**src/rtl/lane_subtractor.sv**
```systemverilog
// lane_subtractor: handshaked frame subtractor streaming LANES results per beat.
// Optional saturation is enabled by defining LANE_SUBTRACTOR_SAT_EN.
module lane_subtractor #(
    parameter int NUM_QUBIT  = 4,
    parameter int DATA_WIDTH = 32,
    parameter int LANES      = 4,
    localparam int NUM_B_INPUT = 2 ** NUM_QUBIT,
    localparam int NUM_BEATS   = NUM_B_INPUT / LANES,
    localparam int BEAT_W      = NUM_BEATS > 1 ? $clog2(NUM_BEATS) : 1
) (
    input  logic                              clk,
    input  logic                              rst,
    input  logic                              in_valid,
    output logic                              in_ready,
    input  logic [1:0]                        in_mode,
    input  logic [DATA_WIDTH+NUM_QUBIT-1:0]   in_a,
    input  logic [DATA_WIDTH*NUM_B_INPUT-1:0] in_b,
    output logic                              out_valid,
    input  logic                              out_ready,
    output logic [DATA_WIDTH*LANES-1:0]       out_data,
    output logic [BEAT_W-1:0]                 out_beat,
    output logic                              out_last,
    output logic                              out_ovf
);
    localparam int AW = DATA_WIDTH + NUM_QUBIT;
    localparam int FW = AW + 2;

    typedef enum logic {IDLE, RUN} state_t;

    state_t                            state;
    logic [AW-1:0]                     a_q, src_a;
    logic [DATA_WIDTH*NUM_B_INPUT-1:0] b_q, src_b;
    logic [1:0]                        mode_q, src_mode;
    logic [BEAT_W-1:0]                 nxt_beat;
    logic [DATA_WIDTH*LANES-1:0]       nxt_data;
    logic                              at_last, load;

    // Full-width result of one lane; wide enough that no mode can overflow.
    function automatic logic signed [FW-1:0] calc(input logic [1:0] m, input logic [AW-1:0] a,
                                                  input logic [DATA_WIDTH-1:0] b);
        logic signed [FW-1:0] sa, sb;
        sa = {{2{a[AW-1]}}, a};
        sb = {{(FW-DATA_WIDTH){b[DATA_WIDTH-1]}}, b};
        return m == 2'd0 ? sa - sb : m == 2'd1 ? sb - sa : m == 2'd2 ? (sa <<< 1) - sb : sb;
    endfunction

    assign in_ready = state == IDLE;
    assign at_last  = out_beat == BEAT_W'(NUM_BEATS - 1);
    assign out_last = out_valid && at_last;
    assign src_a    = state == IDLE ? in_a : a_q;
    assign src_b    = state == IDLE ? in_b : b_q;
    assign src_mode = state == IDLE ? in_mode : mode_q;
    assign nxt_beat = (state == IDLE || NUM_BEATS == 1) ? '0 : out_beat + BEAT_W'(1);
    assign load     = state == IDLE ? in_valid : out_ready && !at_last;

`ifdef LANE_SUBTRACTOR_SAT_EN
    localparam logic signed [FW-1:0] MAXV = {{(FW-DATA_WIDTH+1){1'b0}}, {(DATA_WIDTH-1){1'b1}}};
    localparam logic signed [FW-1:0] MINV = {{(FW-DATA_WIDTH+1){1'b1}}, {(DATA_WIDTH-1){1'b0}}};
    logic nxt_ovf;

    // Next beat's lanes, clamped to the signed result range, with clamp flag.
    always_comb begin
        logic signed [FW-1:0] f;
        nxt_data = '0;
        nxt_ovf  = 1'b0;
        f        = '0;
        for (int k = 0; k < LANES; k++) begin
            f = calc(src_mode, src_a, src_b[DATA_WIDTH*(int'(nxt_beat)*LANES+k) +: DATA_WIDTH]);
            nxt_data[DATA_WIDTH*k +: DATA_WIDTH] = f > MAXV ? DATA_WIDTH'(MAXV) :
                                                   f < MINV ? DATA_WIDTH'(MINV) : DATA_WIDTH'(f);
            nxt_ovf = nxt_ovf | (f > MAXV) | (f < MINV);
        end
    end

    // Saturation flag travels with the beat it describes.
    always_ff @(posedge clk) begin
        if (rst) out_ovf <= 1'b0;
        else if (load) out_ovf <= nxt_ovf;
    end
`else
    // Next beat's lanes, two's-complement wrapped to the result width.
    always_comb begin
        nxt_data = '0;
        for (int k = 0; k < LANES; k++)
            nxt_data[DATA_WIDTH*k +: DATA_WIDTH] =
                DATA_WIDTH'(calc(src_mode, src_a, src_b[DATA_WIDTH*(int'(nxt_beat)*LANES+k) +: DATA_WIDTH]));
    end

    assign out_ovf = 1'b0;
`endif

    // Frame capture, beat sequencing and output register; beat 0 loads on acceptance.
    always_ff @(posedge clk) begin
        if (rst) begin
            state     <= IDLE;
            out_valid <= 1'b0;
            out_data  <= '0;
            out_beat  <= '0;
        end else begin
            if (load) begin
                out_data <= nxt_data;
                out_beat <= nxt_beat;
            end
            if (state == IDLE && in_valid) begin
                a_q       <= in_a;
                b_q       <= in_b;
                mode_q    <= in_mode;
                state     <= RUN;
                out_valid <= 1'b1;
            end else if (state == RUN && out_ready && at_last) begin
                state     <= IDLE;
                out_valid <= 1'b0;
            end
        end
    end
endmodule
```
**config.mk**
```make
export PLATFORM = sky130hd
export DESIGN_NAME = lane_subtractor
export DESIGN_NICKNAME = d
export VERILOG_FILES = /design/src/rtl/lane_subtractor.sv
export SDC_FILE = /design/constraint.sdc
export NUM_CORES = 2
export LEC_CHECK = 0
export BUFFER_PORTS_ARGS = -buffer_cell sky130_fd_sc_hd__buf_2
export CELL_PAD_IN_SITES_DETAIL_PLACEMENT = 0
export CELL_PAD_IN_SITES_GLOBAL_PLACEMENT = 1
export CORE_MARGIN = 2
export CORE_UTILIZATION = 41
export DETAILED_ROUTE_END_ITERATION = 7
export PLACE_DENSITY = 0.84
export SLEW_MARGIN = 20
export SYNTH_ARGS = -nofsm -noshare
export SYNTH_HDL_FRONTEND = slang
export SYNTH_SLANG_ARGS = --single-unit
```
**constraint.sdc**
```tcl
create_clock -name clk -period 36.6 [get_ports clk]
set_input_delay 10.98 -clock clk [delete_from_list [all_inputs] [get_ports clk]]
set_output_delay 10.98 -clock clk [all_outputs]
set_load 0.01 [all_outputs]
```
[Yosys cells after proc, flatten, opt, wreduce, memory -nomap -nowiden]
Cells that the tools add are included.
Widths: inputs -> output; s select.
Storage, ports and cells
  register bits after elaboration: 677
  output and inout bits: 134
  input bits: 554
Operators by class
  eq/ne operators: 3
  add/sub/neg operators: 16
  shift-type cells: 4
  reduce and logical (&&, ||, !) cells: 9
  mux-type cells: 19
  bitwise gates (word level): 2
Operators by type and width (number)
  $shiftx 512x11->32: 3
  $mux 512: 1
  $shiftx 512x10->32: 1
  $mux 32: 13
  $sub 32x32->32: 12
  $add 4x2->5 const B: 2
  $add 4x1->5 const B: 1
  $logic_and 1x1->1: 5
  $eq 2x2->1 const B: 2
  $mux 2: 2
  $mux 1: 3
  $add 2x1->2 const B: 1
  $eq 2x1->1 const B: 1
  $logic_not 2->1: 1
  $not 1->1: 2
  $reduce_and 2->1: 1
  $reduce_bool 2->1: 1
  $logic_not 1->1: 1

[Logic depth before layout (Yosys ltp)]
  depth in word-level cells: 8
  mapped depth: 22
  mapped depth without buffers: 16

[Worst setup path before layout]
Ideal clock, no wire load.
  path type: input to register
  start point: input rst
  end point: register a_q[0] (enable)
  path buffers: 2
  arrival time: 34.001 ns
  path slack: 1.132 ns
  required time: 35.133 ns
  library setup time: 1.467 ns
  cell stages on the path: 3
  cells stage by stage: clkbuf_1 > clkbuf_1 > nor2_1
On the way
  cells in the longest elaborated chain, start to end: 2
Ends and longest elaborated chain
  from (decl): line 12  | input logic rst,
  $not 1->1 (no source line)
  $reduce_and 2->1 (no source line)
  to (signal assigned): line 105  | a_q <= in_a;
  to (decl): line 31  | logic [AW-1:0] a_q, src_a;
No other way between the ends.
A chain may end at the register's enable or synchronous reset.

[Worst setup path in the final report]
  start point: input in_a[0]
  end point: register out_data[118]
On the way
  cells in the longest elaborated chain, start to end: 5
Ends and longest elaborated chain
  from (decl): line 16  | input logic [DATA_WIDTH+NUM_QUBIT-1:0] in_a,
  $mux 32 *: line 50  | assign src_a = state == IDLE ? in_a : a_q;
  $sub 32x32->32: line 44  | return m == 2'd0 ? sa - sb : m == 2'd1 ? sb - sa : m == 2'd2 ? (sa <<< 1) - sb : sb;
  $mux 32 (2 in series): line 44
  $mux 32 *: line 44
  to (signal assigned): line 101  | out_data <= nxt_data;
  to (decl): line 20  | output logic [DATA_WIDTH*LANES-1:0] out_data,
Every way passes the cells marked *; elsewhere a longest branch is shown, timed or not.

==> results <==
- The critical path goes through buf_2, mux2i_1, inv_1, ha_1, fa_1, nand2b_1, a21oi_1, o21ai_0, o21bai_1, a21oi_1, o31ai_1, o221ai_1, a222oi_1, a21oi_1.
- The die is 347 um tall.
- In the routed layout, each cell is associated on average with a via count of 6.12.
- The largest voltage drop on the vdd net is 0.0000467 V.
- The dominant synthesized flop cell is sky130_fd_sc_hd__edfxtp_1.
- The final hold slack is 450 ps.
- Measured on the finished design, the core utilization comes to 48.2%.
- Sequential elements use 39.4% of the synthesized area.
- The number of buffers on the longest clock path is 3.
- The mapped netlist covers 48300 um^2.
- The setup slack after layout is 21000 ps.
- The setup TNS is 0 ps.
- The normalized max-slew margin is 16.1%.
- At the end of the flow, the number of nets in the layout was 6316.
- The hold-fix buffer count after cts is 0.
- Synthesis produced a netlist with a net count of 5733.
- The static power due to leakage is 22.9 nW.
- The die covers 120000 um^2.
- The source-to-sink clock delay at the later pin of the worst-skew pair is 720 ps.
- The final number of hold-violating endpoints is 0.
- The cell with the biggest individual delay on the critical path is sky130_fd_sc_hd__o31ai_1.
- The actual slew at the worst max-slew pin is 1220 ps.
- The total overflow left after global routing is 0.
- Post-CTS timing repair inserted 0 buffers for setup.
- The overall power after layout is 2.77 mW.
- The number of top-level design ports is 688.
- The H-tree depth reported by CTS is 3.
- The total of fill cells in the finished design is 10800.
- The total iterations of the first detailed-routing run is 6.
- CTS placed an instance of sky130_fd_sc_hd__clkbuf_16 at the clock tree root.
- The arrival time at the worst endpoint is 16150 ps.
- The DRC marker count from the first detailed-route iteration is 4428.
- The area growth from synthesis to layout is 16.5%.
- The startpoint class of the critical path is an input port.
- The via count of the first global-routing pass is 42000.
- The worst setup path is captured at a register.
- The number of buffers added on ports is 682.
- The netlist uses 89 different library cells.
- The via count is 42700.
- The kind of cell with the highest combined delay along the critical path is compound AO/OA/AOI/OAI gates.
- The row count is 125.
- The final-report max-slew violation count is 0.
- Based on the critical path, the design can be clocked at up to 64.1 MHz.
- The final clock skew is 54.6 ps.
- The initial antenna violation count is 16.
- The final critical path time including I/O delays and setup is 15600 ps.
- In this run, synthesis inferred 546 flip-flops with an integrated enable.
- In the routed design, unresolved DRC markers number 0.
- In the finished design, the share of the clock period the worst path needs comes to 42.6%.
- The most numerous cell type found on the critical path is sky130_fd_sc_hd__a21oi_1.
- Clock-pin slew was measured on the worst setup and hold paths at 60 ps.
- The flow ran to the end, and the final reports show no timing, DRC or antenna violations.
- Setup repair after global routing left no endpoint under its margin.
- The worst min-delay path class is reg -> reg.
- The number of warning messages in the yosys log is 0.
- The number of register bits inferred by synthesis is 677.
- The average detailed-routed wire length per instance is 27.8 um.
- Once the floorplan was initialized, standard cells occupied 41.4% of the core.
- The first global-routing pass estimated 278000 um of wire.
- By count the netlist is led by sky130_fd_sc_hd__edfxtp_1 (546), sky130_fd_sc_hd__a21oi_1 (458), sky130_fd_sc_hd__ha_1 (377).
- At the placement stage, the worst setup path has a slack of 20420 ps.
- In the post-synthesis netlist, the biggest area contributors are sky130_fd_sc_hd__edfxtp_1 (34%), sky130_fd_sc_hd__ha_1 (9.8%), sky130_fd_sc_hd__mux4_2 (5.8%), sky130_fd_sc_hd__dfxtp_1 (5.4%), sky130_fd_sc_hd__a21oi_1 (4.7%).
- The CTS tree is built.
- For this block, the routed nets add up to 194000 um of wire.
- Global routing consumed, over all layers together, 31.2% of the routing resources.
- The clock net sink count is 677.
- The largest net degree at the start of global routing is 132.
- The detail route stage leaves a number of antenna-violating nets equal to 0.
- In this run the worst path has a maximum fanout of 12.
- At the end of routability-driven placement, the weighted congestion stood at 1.02.
- In this run, CTS created clock tree buffers numbering 79.
- The die extent in x is 347 um.
- The critical path contains buffers and inverters numbering 2 combined.
- The share of synthesized registers carrying an async set or reset is 0%.
- The worst setup path is of the in -> reg kind.
- The flop-to-flop setup slack is 28910 ps.
- Of the post-synthesis cell area, the dominant cell type holds 34.0%.
- Setup violations remaining at the end of the flow were counted as 0.
- The biggest area contributor in the post-synthesis netlist is sky130_fd_sc_hd__edfxtp_1.
- Power spread over the standard cell area amounts to 49.3 nW/um^2.
- The gate count of the mapped netlist is 4790.
- Data on the critical path is required at its endpoint by 37150 ps.
- The wire-length estimate of the detail-placed layout is 148000 um.
- The post-synthesis area per instance is 10.1 um^2.
- The post-cts sizing count is 0.
- The placeable core region is 117000 um^2.
- The post-route netlist has 20.8% of its cells at a drive strength greater than 1.
- The largest incremental delay on the critical path is 690 ps.
- Across the run, the number of max-cap violations was 0.
- The most repeated cell in the gate-level netlist after synthesis is sky130_fd_sc_hd__edfxtp_1.
-- metal layers --
layer | global-route usage (%) | wire length, um | vias up
li1 | - | - | 19400
met3 | 6.43 | 17200 | 373
met5 | 0 | 10 | -
met2 | 49.2 | 87300 | 2106
met4 | 16.7 | 11400 | 2
met1 | 40.3 | 77700 | 20800
-- power breakdown --
group	internal (mW)	switching, mW
clock network	0.490	0.350
logic	0.371	0.654
registers	0.885	0.0213
-- cells in the final DEF, fill, tap and decap left out, types with 81 or more instances in the layout --
master / n
sky130_fd_sc_hd__buf_2: 682
sky130_fd_sc_hd__edfxtp_1: 546
sky130_fd_sc_hd__a21oi_1: 457
sky130_fd_sc_hd__ha_1: 376
sky130_fd_sc_hd__o21ai_0: 327
sky130_fd_sc_hd__nand2_1: 303
sky130_fd_sc_hd__nor2_1: 295
sky130_fd_sc_hd__inv_1: 237
sky130_fd_sc_hd__a21o_1: 180
sky130_fd_sc_hd__xnor2_1: 162
sky130_fd_sc_hd__mux2i_1: 139
sky130_fd_sc_hd__dfxtp_1: 129
sky130_fd_sc_hd__mux4_2: 124
sky130_fd_sc_hd__buf_4: 104
sky130_fd_sc_hd__xor2_1: 94
sky130_fd_sc_hd__clkbuf_16: 81
-- worst paths after layout --
kind / from / to / cells past startpoint
min: out_data[96]$_SDFFE_PP0P_ / out_data[96]$_SDFFE_PP0P_ / 2
max: in_a[0] / out_data[118]$_SDFFE_PP0P_ / 14
min reg2reg: out_data[96]$_SDFFE_PP0P_ / out_data[96]$_SDFFE_PP0P_ / 2
max reg2reg: out_beat[0]$_SDFFE_PP0P_ / out_data[55]$_SDFFE_PP0P_ / 16
-- metrics by stage --
step	instances	instance area [um^2]
floorplan	4790	48300
global placement	6816	53400
detailed placement	6816	53400
CTS	6962	56200
global route	6971	56200
finish	6972	56200
-- cell families after synthesis --
kind of cell	synth area share, %
buf+inv	4.24
fa+ha+maj	10.3
flops	39.4
compound gates	22.0
xor+xnor	4.64
simple gates	9.71
mux	9.72
other cells	0.00777
-- tightest hold or removal path, stage by stage, from the launching register on --
cell                      delay (ps)
sky130_fd_sc_hd__dfxtp_1         310
sky130_fd_sc_hd__nand2_1          50
sky130_fd_sc_hd__a21oi_1          50
-- sequential cells by signal, summed over array words and instances (netlist names) --
name and flops:
mode_q 2, out_beat 2, a_q 32, state 1
out_data 128, b_q 512
-- final cells by class --
type / count / area (um^2) / area share [%]
timing repair buffer: 789 / 4250 / 7.57
multi-input combinational: 3588 / 27400 / 48.7
inverter: 238 / 893 / 1.59
antenna: 10 / 25.0 / 0.0445
clock inverter: 47 / 622 / 1.11
sequential: 677 / 19000 / 33.8
clock buffer: 99 / 2120 / 3.78
tap: 1524 / 1910 / 3.39
Note: power is estimated with default switching activity, not from simulation.
